[src/rtl/lif_neuron_accum.sv]
// Leaky integrate-and-fire neuron stage.
//
// Each timestep takes N_SYN signed Q1.7 weight beats. Every beat is tagged with
// a presynaptic spike bit. The weights of spiking beats are added into a
// saturating membrane potential. A one-cycle arithmetic-shift leak follows,
// then a signed threshold compare. On a fire the potential resets to zero.
//
// Ports:
//   clk        rising-edge clock
//   rst        synchronous active-high reset (aborts any timestep in flight)
//   start_i    begin a timestep; only sampled while idle
//   w_valid_i  weight beat valid
//   w_ready_o  weight beat ready (high only while accumulating)
//   w_data_i   signed weight, Q1.7
//   spk_i      presynaptic spike qualifying w_data_i
//   vmem_o     registered signed membrane potential
//   spike_o    one-cycle output spike
//   done_o     one-cycle timestep-complete pulse
//   busy_o     high from start acceptance until return to idle
//   sat_o      sticky saturation flag, cleared on the next start
module lif_neuron_accum #(
    parameter int INP_WIDTH  = 8,
    parameter int ACC_WIDTH  = 16,
    parameter int N_SYN      = 125,
    parameter int THRESHOLD  = 128,
    parameter int LEAK_SHIFT = 0
) (
    input  logic                 clk,
    input  logic                 rst,
    input  logic                 start_i,
    input  logic                 w_valid_i,
    output logic                 w_ready_o,
    input  logic [INP_WIDTH-1:0] w_data_i,
    input  logic                 spk_i,
    output logic [ACC_WIDTH-1:0] vmem_o,
    output logic                 spike_o,
    output logic                 done_o,
    output logic                 busy_o,
    output logic                 sat_o
);

    localparam int CNT_W = (N_SYN > 1) ? $clog2(N_SYN) : 1;
    localparam logic [CNT_W-1:0] LAST_BEAT = CNT_W'(N_SYN - 1);

    // Clamp bounds, held one bit wider than the accumulator to match the sum.
    localparam logic signed [ACC_WIDTH:0] VMAX = {2'b00, {(ACC_WIDTH-1){1'b1}}};
    localparam logic signed [ACC_WIDTH:0] VMIN = {2'b11, {(ACC_WIDTH-1){1'b0}}};
    localparam logic signed [ACC_WIDTH-1:0] THR = ACC_WIDTH'(THRESHOLD);

    typedef enum logic [1:0] {
        S_IDLE,
        S_ACCUM,
        S_LEAK,
        S_FIRE
    } state_e;

    state_e                        state_q, state_d;
    logic        [CNT_W-1:0]       cnt_q, cnt_d;
    logic signed [ACC_WIDTH-1:0]   vmem_q, vmem_d;
    logic                          spike_q, spike_d;
    logic                          done_q, done_d;
    logic                          busy_q, busy_d;
    logic                          ready_q, ready_d;
    logic                          sat_q, sat_d;

    logic signed [ACC_WIDTH:0]     sum;
    logic signed [ACC_WIDTH-1:0]   leaked;

    always_ff @(posedge clk) begin
        if (rst) begin
            state_q <= S_IDLE;
            cnt_q   <= '0;
            vmem_q  <= '0;
            spike_q <= 1'b0;
            done_q  <= 1'b0;
            busy_q  <= 1'b0;
            ready_q <= 1'b0;
            sat_q   <= 1'b0;
        end else begin
            state_q <= state_d;
            cnt_q   <= cnt_d;
            vmem_q  <= vmem_d;
            spike_q <= spike_d;
            done_q  <= done_d;
            busy_q  <= busy_d;
            ready_q <= ready_d;
            sat_q   <= sat_d;
        end
    end

    always_comb begin
        state_d = state_q;
        cnt_d   = cnt_q;
        vmem_d  = vmem_q;
        spike_d = 1'b0;
        done_d  = 1'b0;
        busy_d  = busy_q;
        ready_d = ready_q;
        sat_d   = sat_q;

        // One guard bit makes overflow visible as a value outside [VMIN, VMAX].
        sum    = {vmem_q[ACC_WIDTH-1], vmem_q}
               + {{(ACC_WIDTH-INP_WIDTH+1){w_data_i[INP_WIDTH-1]}}, w_data_i};
        // v - (v >>> s) keeps the sign and shrinks the magnitude, so it cannot overflow.
        leaked = vmem_q - (vmem_q >>> LEAK_SHIFT);

        case (state_q)
            S_IDLE: begin
                if (start_i) begin
                    state_d = S_ACCUM;
                    cnt_d   = '0;
                    busy_d  = 1'b1;
                    ready_d = 1'b1;
                    sat_d   = 1'b0;
                end
            end
            S_ACCUM: begin
                if (w_valid_i && ready_q) begin
                    if (spk_i) begin
                        if (sum > VMAX) begin
                            vmem_d = VMAX[ACC_WIDTH-1:0];
                            sat_d  = 1'b1;
                        end else if (sum < VMIN) begin
                            vmem_d = VMIN[ACC_WIDTH-1:0];
                            sat_d  = 1'b1;
                        end else begin
                            vmem_d = sum[ACC_WIDTH-1:0];
                        end
                    end
                    if (cnt_q == LAST_BEAT) begin
                        state_d = S_LEAK;
                        ready_d = 1'b0;
                    end else begin
                        cnt_d = cnt_q + CNT_W'(1);
                    end
                end
            end
            S_LEAK: begin
                if (LEAK_SHIFT > 0) begin
                    vmem_d = leaked;
                end
                state_d = S_FIRE;
            end
            S_FIRE: begin
                if (vmem_q >= THR) begin
                    spike_d = 1'b1;
                    vmem_d  = '0;
                end
                done_d  = 1'b1;
                busy_d  = 1'b0;
                state_d = S_IDLE;
            end
            default: state_d = S_IDLE;
        endcase
    end

    assign w_ready_o = ready_q;
    assign vmem_o    = vmem_q;
    assign spike_o   = spike_q;
    assign done_o    = done_q;
    assign busy_o    = busy_q;
    assign sat_o     = sat_q;

endmodule

[config.mk]
export PLATFORM = sky130hd
export DESIGN_NAME = lif_neuron_accum
export DESIGN_NICKNAME = d
export VERILOG_FILES = /design/src/rtl/lif_neuron_accum.sv
export SDC_FILE = /design/constraint.sdc
export NUM_CORES = 1
export LEC_CHECK = 0
export CAP_MARGIN = 20
export CELL_PAD_IN_SITES_DETAIL_PLACEMENT = 0
export CELL_PAD_IN_SITES_GLOBAL_PLACEMENT = 1
export CORE_ASPECT_RATIO = 1.5
export CORE_MARGIN = 3
export CORE_UTILIZATION = 40
export DETAILED_ROUTE_END_ITERATION = 7
export PLACE_DENSITY = 0.79
export SETUP_SLACK_MARGIN = 0.15
export SYNTH_ARGS = -nofsm -noshare
export SYNTH_HDL_FRONTEND = slang
export SYNTH_SLANG_ARGS = --single-unit
export TNS_END_PERCENT = 10
[constraint.sdc]
create_clock -name clk -period 3.12 [get_ports clk]
set_clock_uncertainty 0.1 [all_clocks]
set_input_delay 0.624 -clock clk [delete_from_list [all_inputs] [get_ports clk]]
set_output_delay 0.624 -clock clk [all_outputs]
set_load 0.005 [all_outputs]
==> flow_summary_export.csv <==
group,metric,value,unit
global_routing,grt_max_degree,16,
min_path,min_path_type,"reg -> reg",
sta,fin_hold_ws,0.372,ns
placement,post-place-ws,-0.698,ns
placement,routabilityCongestion,0.820,
sta,period_share,0.936,
sta,worst_slew_pin_slew,0.664,ns
synthesis,yosysTopAreaCellShare,0.281,
sta,slew_headroom,0.553,
clocking,clk_pin_slew_worst_paths,0.06,ns
clocking,clockBufferDepth,2,
placement,io_buffer_count,33,
cells_and_area,post-route-util,0.663,
placement,dpl-instance-area,0.00288,mm^2
cells_and_area,fin_nets,377,
critical_path,worstSetupPathType,"in -> reg",
critical_path,critPathTopFamily,"simple AND/OR/NAND/NOR gates",
synthesis,synth_compound_area_frac,0.271,
critical_path,critPathArrivalTime,3.05,ns
global_routing,grt_pass1_vias,2182,
sta,max_freq,0.342,GHz
synthesis,syn-cell-area,0.00214,mm^2
critical_path,path_buf_inv,6,
synthesis,yosysUniqueCellTypes,50,
critical_path,reg2reg_slack,0.29,ns
routing,routed_wl,6.09,mm
critical_path,cp_slowest_stage_delay,0.49,ns
synthesis,synthArstFlopShare,0,
synthesis,synth_common_cells,"dfxtp_1 (30), ha_1 (22), nor2_1 (21)",
clocking,worst_skew_pair.late_latency,0.28,ns
routing,viasPerCell,5.49,
synthesis,synth_top_cell_by_area,"dfxtp_1",
routing,antenna_left,0,
pwr,total_power,0.00127,W
synthesis,synth-seq-cells,30,
outcome,status,"completed",
floorplanning,die_w,65.7,um
sta,slew_violations,0,
floorplanning,fp.coreArea,0.00516,mm^2
floorplanning,die-area,0.00628,mm^2
pwr,p_leak,1.44,nW
synthesis,ys_top_cells_by_area,"dfxtp_1 (28%), ha_1 (13%), a221o_2 (7.4%)",
pwr,ir_worst_vdd,0.000416,V
synthesis,synth_top_family_by_area,"compound AO/OA/AOI/OAI gates",
critical_path,end_kind,"register",
critical_path,critPathMostFrequentCell,"buf_6",
synthesis,yosysSeqAreaShare,0.281,
synthesis,synthMuxAreaShare,0.00936,
sta,fin_ws,0.199,ns
routing,drtIter0Drc,64,
synthesis,yosys.area_share.xor_xnor,0.0614,
critical_path,crit_chain,"buf_6 > buf_12 > buf_8 > ha_4 > nand2_4 > nor3_4 > o2111ai_4 > and2_4 > buf_6 > or4b_4 > a21oi_4 > buf_6 > buf_16 > a221o_1",
clocking,cts_made_buffers,5,
flow_run,maxCapViolations,0,
cells_and_area,syn_to_final_growth,59.9,%
clocking,clock_sinks,30,
critical_path,timing.critical_path.required,3.25,ns
placement,dp_hpwl,4.27,mm
global_routing,grt_overflow_total,0,
synthesis,synth_nets,278,
sta,hold_viol,0,
pwr,power_density,372,mW/mm^2
synthesis,ys.flop_type,"dfxtp_1",
synthesis,synth_simple_gate_area_share,0.201,
critical_path,start_kind,"input port",
floorplanning,io_pins,34,
sta,rsz0062_at_grt,"true",
routing,dr.pass1.iters,4,
synthesis,syn_avg_cell_area,8.84,um^2
global_routing,antenna_found_initial,0,
clocking,tritoncts,"built",
routing,drc,0,
floorplanning,rows,32,
cells_and_area,antenna_cells,0,
global_routing,grt_pass1_wl,9.47,mm
cells_and_area,stdcell_area,0.00342,mm^2
clocking,cts_max_level,2,
routing,routedWlPerCell,14.9,um
cells_and_area,drive_gt1_frac,0.372,
floorplanning,die_h,95.6,um
synthesis,yosysMostFrequentCell,"dfxtp_1",
clocking,ctsHoldBuffers,0,
routing,dr_total_vias,2246,
critical_path,critPathMaxFanout,7,
synthesis,synth_edf_count,0,
global_routing,grt_usage,0.194,
sta,setup_viol,0,
floorplanning,start_util,0.414,
synthesis,yosysWarnings,0,
synthesis,syn_inst,242,
clocking,root_buffer,"clkbuf_8",
sta,post-route-min-period,2.92,ns
synthesis,synthAdderAreaFrac,0.138,
critical_path,critical-path-slowest-cell,"or4b_4",
final cells by class:
| type | count | area, um^2 |
|---|---|---|
| Tap cell | 68 | 85.1 |
| Timing Repair Buffer | 96 | 887 |
| Inverter | 14 | 52.6 |
| Multi-Input combinational cell | 194 | 1720 |
| Clock buffer | 7 | 76.3 |
| Fill cell | 405 | 1740 |
| Sequential cell | 30 | 602 |
cells in the final DEF, fill, tap and decap left out, types with 9 or more instances in the layout:
cell type	instances
buf_4	53
dfxtp_1	29
clkdlybuf4s50_1	25
nor2_1	21
a21oi_1	19
a221o_2	14
nand2_1	13
inv_1	12
ha_4	12
o21ai_0	9
ha_1	9
stage by stage:
step / TNS (ns) / cells
6_report: 0 / 409
5_1_grt: 0 / 409
4_1_cts: 0 / 402
3_5_place_dp: -10.45 / 385
3_3_place_gp: -10.09 / 385
2_1_floorplan: 0 / 242
tightest hold or removal path, cell delays in order (launching register included):
cell	delay, ns
dfxtp_1	0.31
o21ai_0	0.06
a21oi_1	0.06
cell families after synthesis:
kind of cell / Yosys count
XOR/XNOR: 15
flip-flops: 30
adder cells (fa/ha/maj): 23
multiplexers: 2
buffers and inverters: 18
AND/OR/NAND/NOR: 78
AO/OA/AOI/OAI: 76
path summary, 6_finish.rpt:
kind,startpoint,to,cells past startpoint
max,w_data_i[7],vmem_o[11],14
max reg2reg,vmem_o[0],vmem_o[11],13
min,busy_o,busy_o,2
min reg2reg,busy_o,busy_o,2
report_power, final:
part           switching (W)  internal (W)
Combinational       0.000251      0.000264
Sequential         0.0000369      0.000424
Clock               0.000142      0.000153
Total               0.000430      0.000841
per-layer routing:
metal | global-route usage | wire [um] | up-vias
met2 | 0.372 | 3370 | 49
li1 | - | - | 1104
met5 | 0 | 0 | -
met4 | 0.0969 | 195 | 0
met3 | 0.0389 | 215 | 17
met1 | 0.192 | 2300 | 1076
flip-flops by register name (all words and copies together) (netlist names):
signal,cells
busy_o,1
cnt_q,7
done_o,1
sat_o,1
spike_o,1
state_q,2
vmem_o,16
w_ready_o,1
what timing repair did:
action,in CTS,in global routing
pin swaps,15,19
endpoints found under the setup margin,16,16
gates resized for setup,49,20
setup buffers,9,7
cloned,1,0
Power figures use the tool's default switching activity.
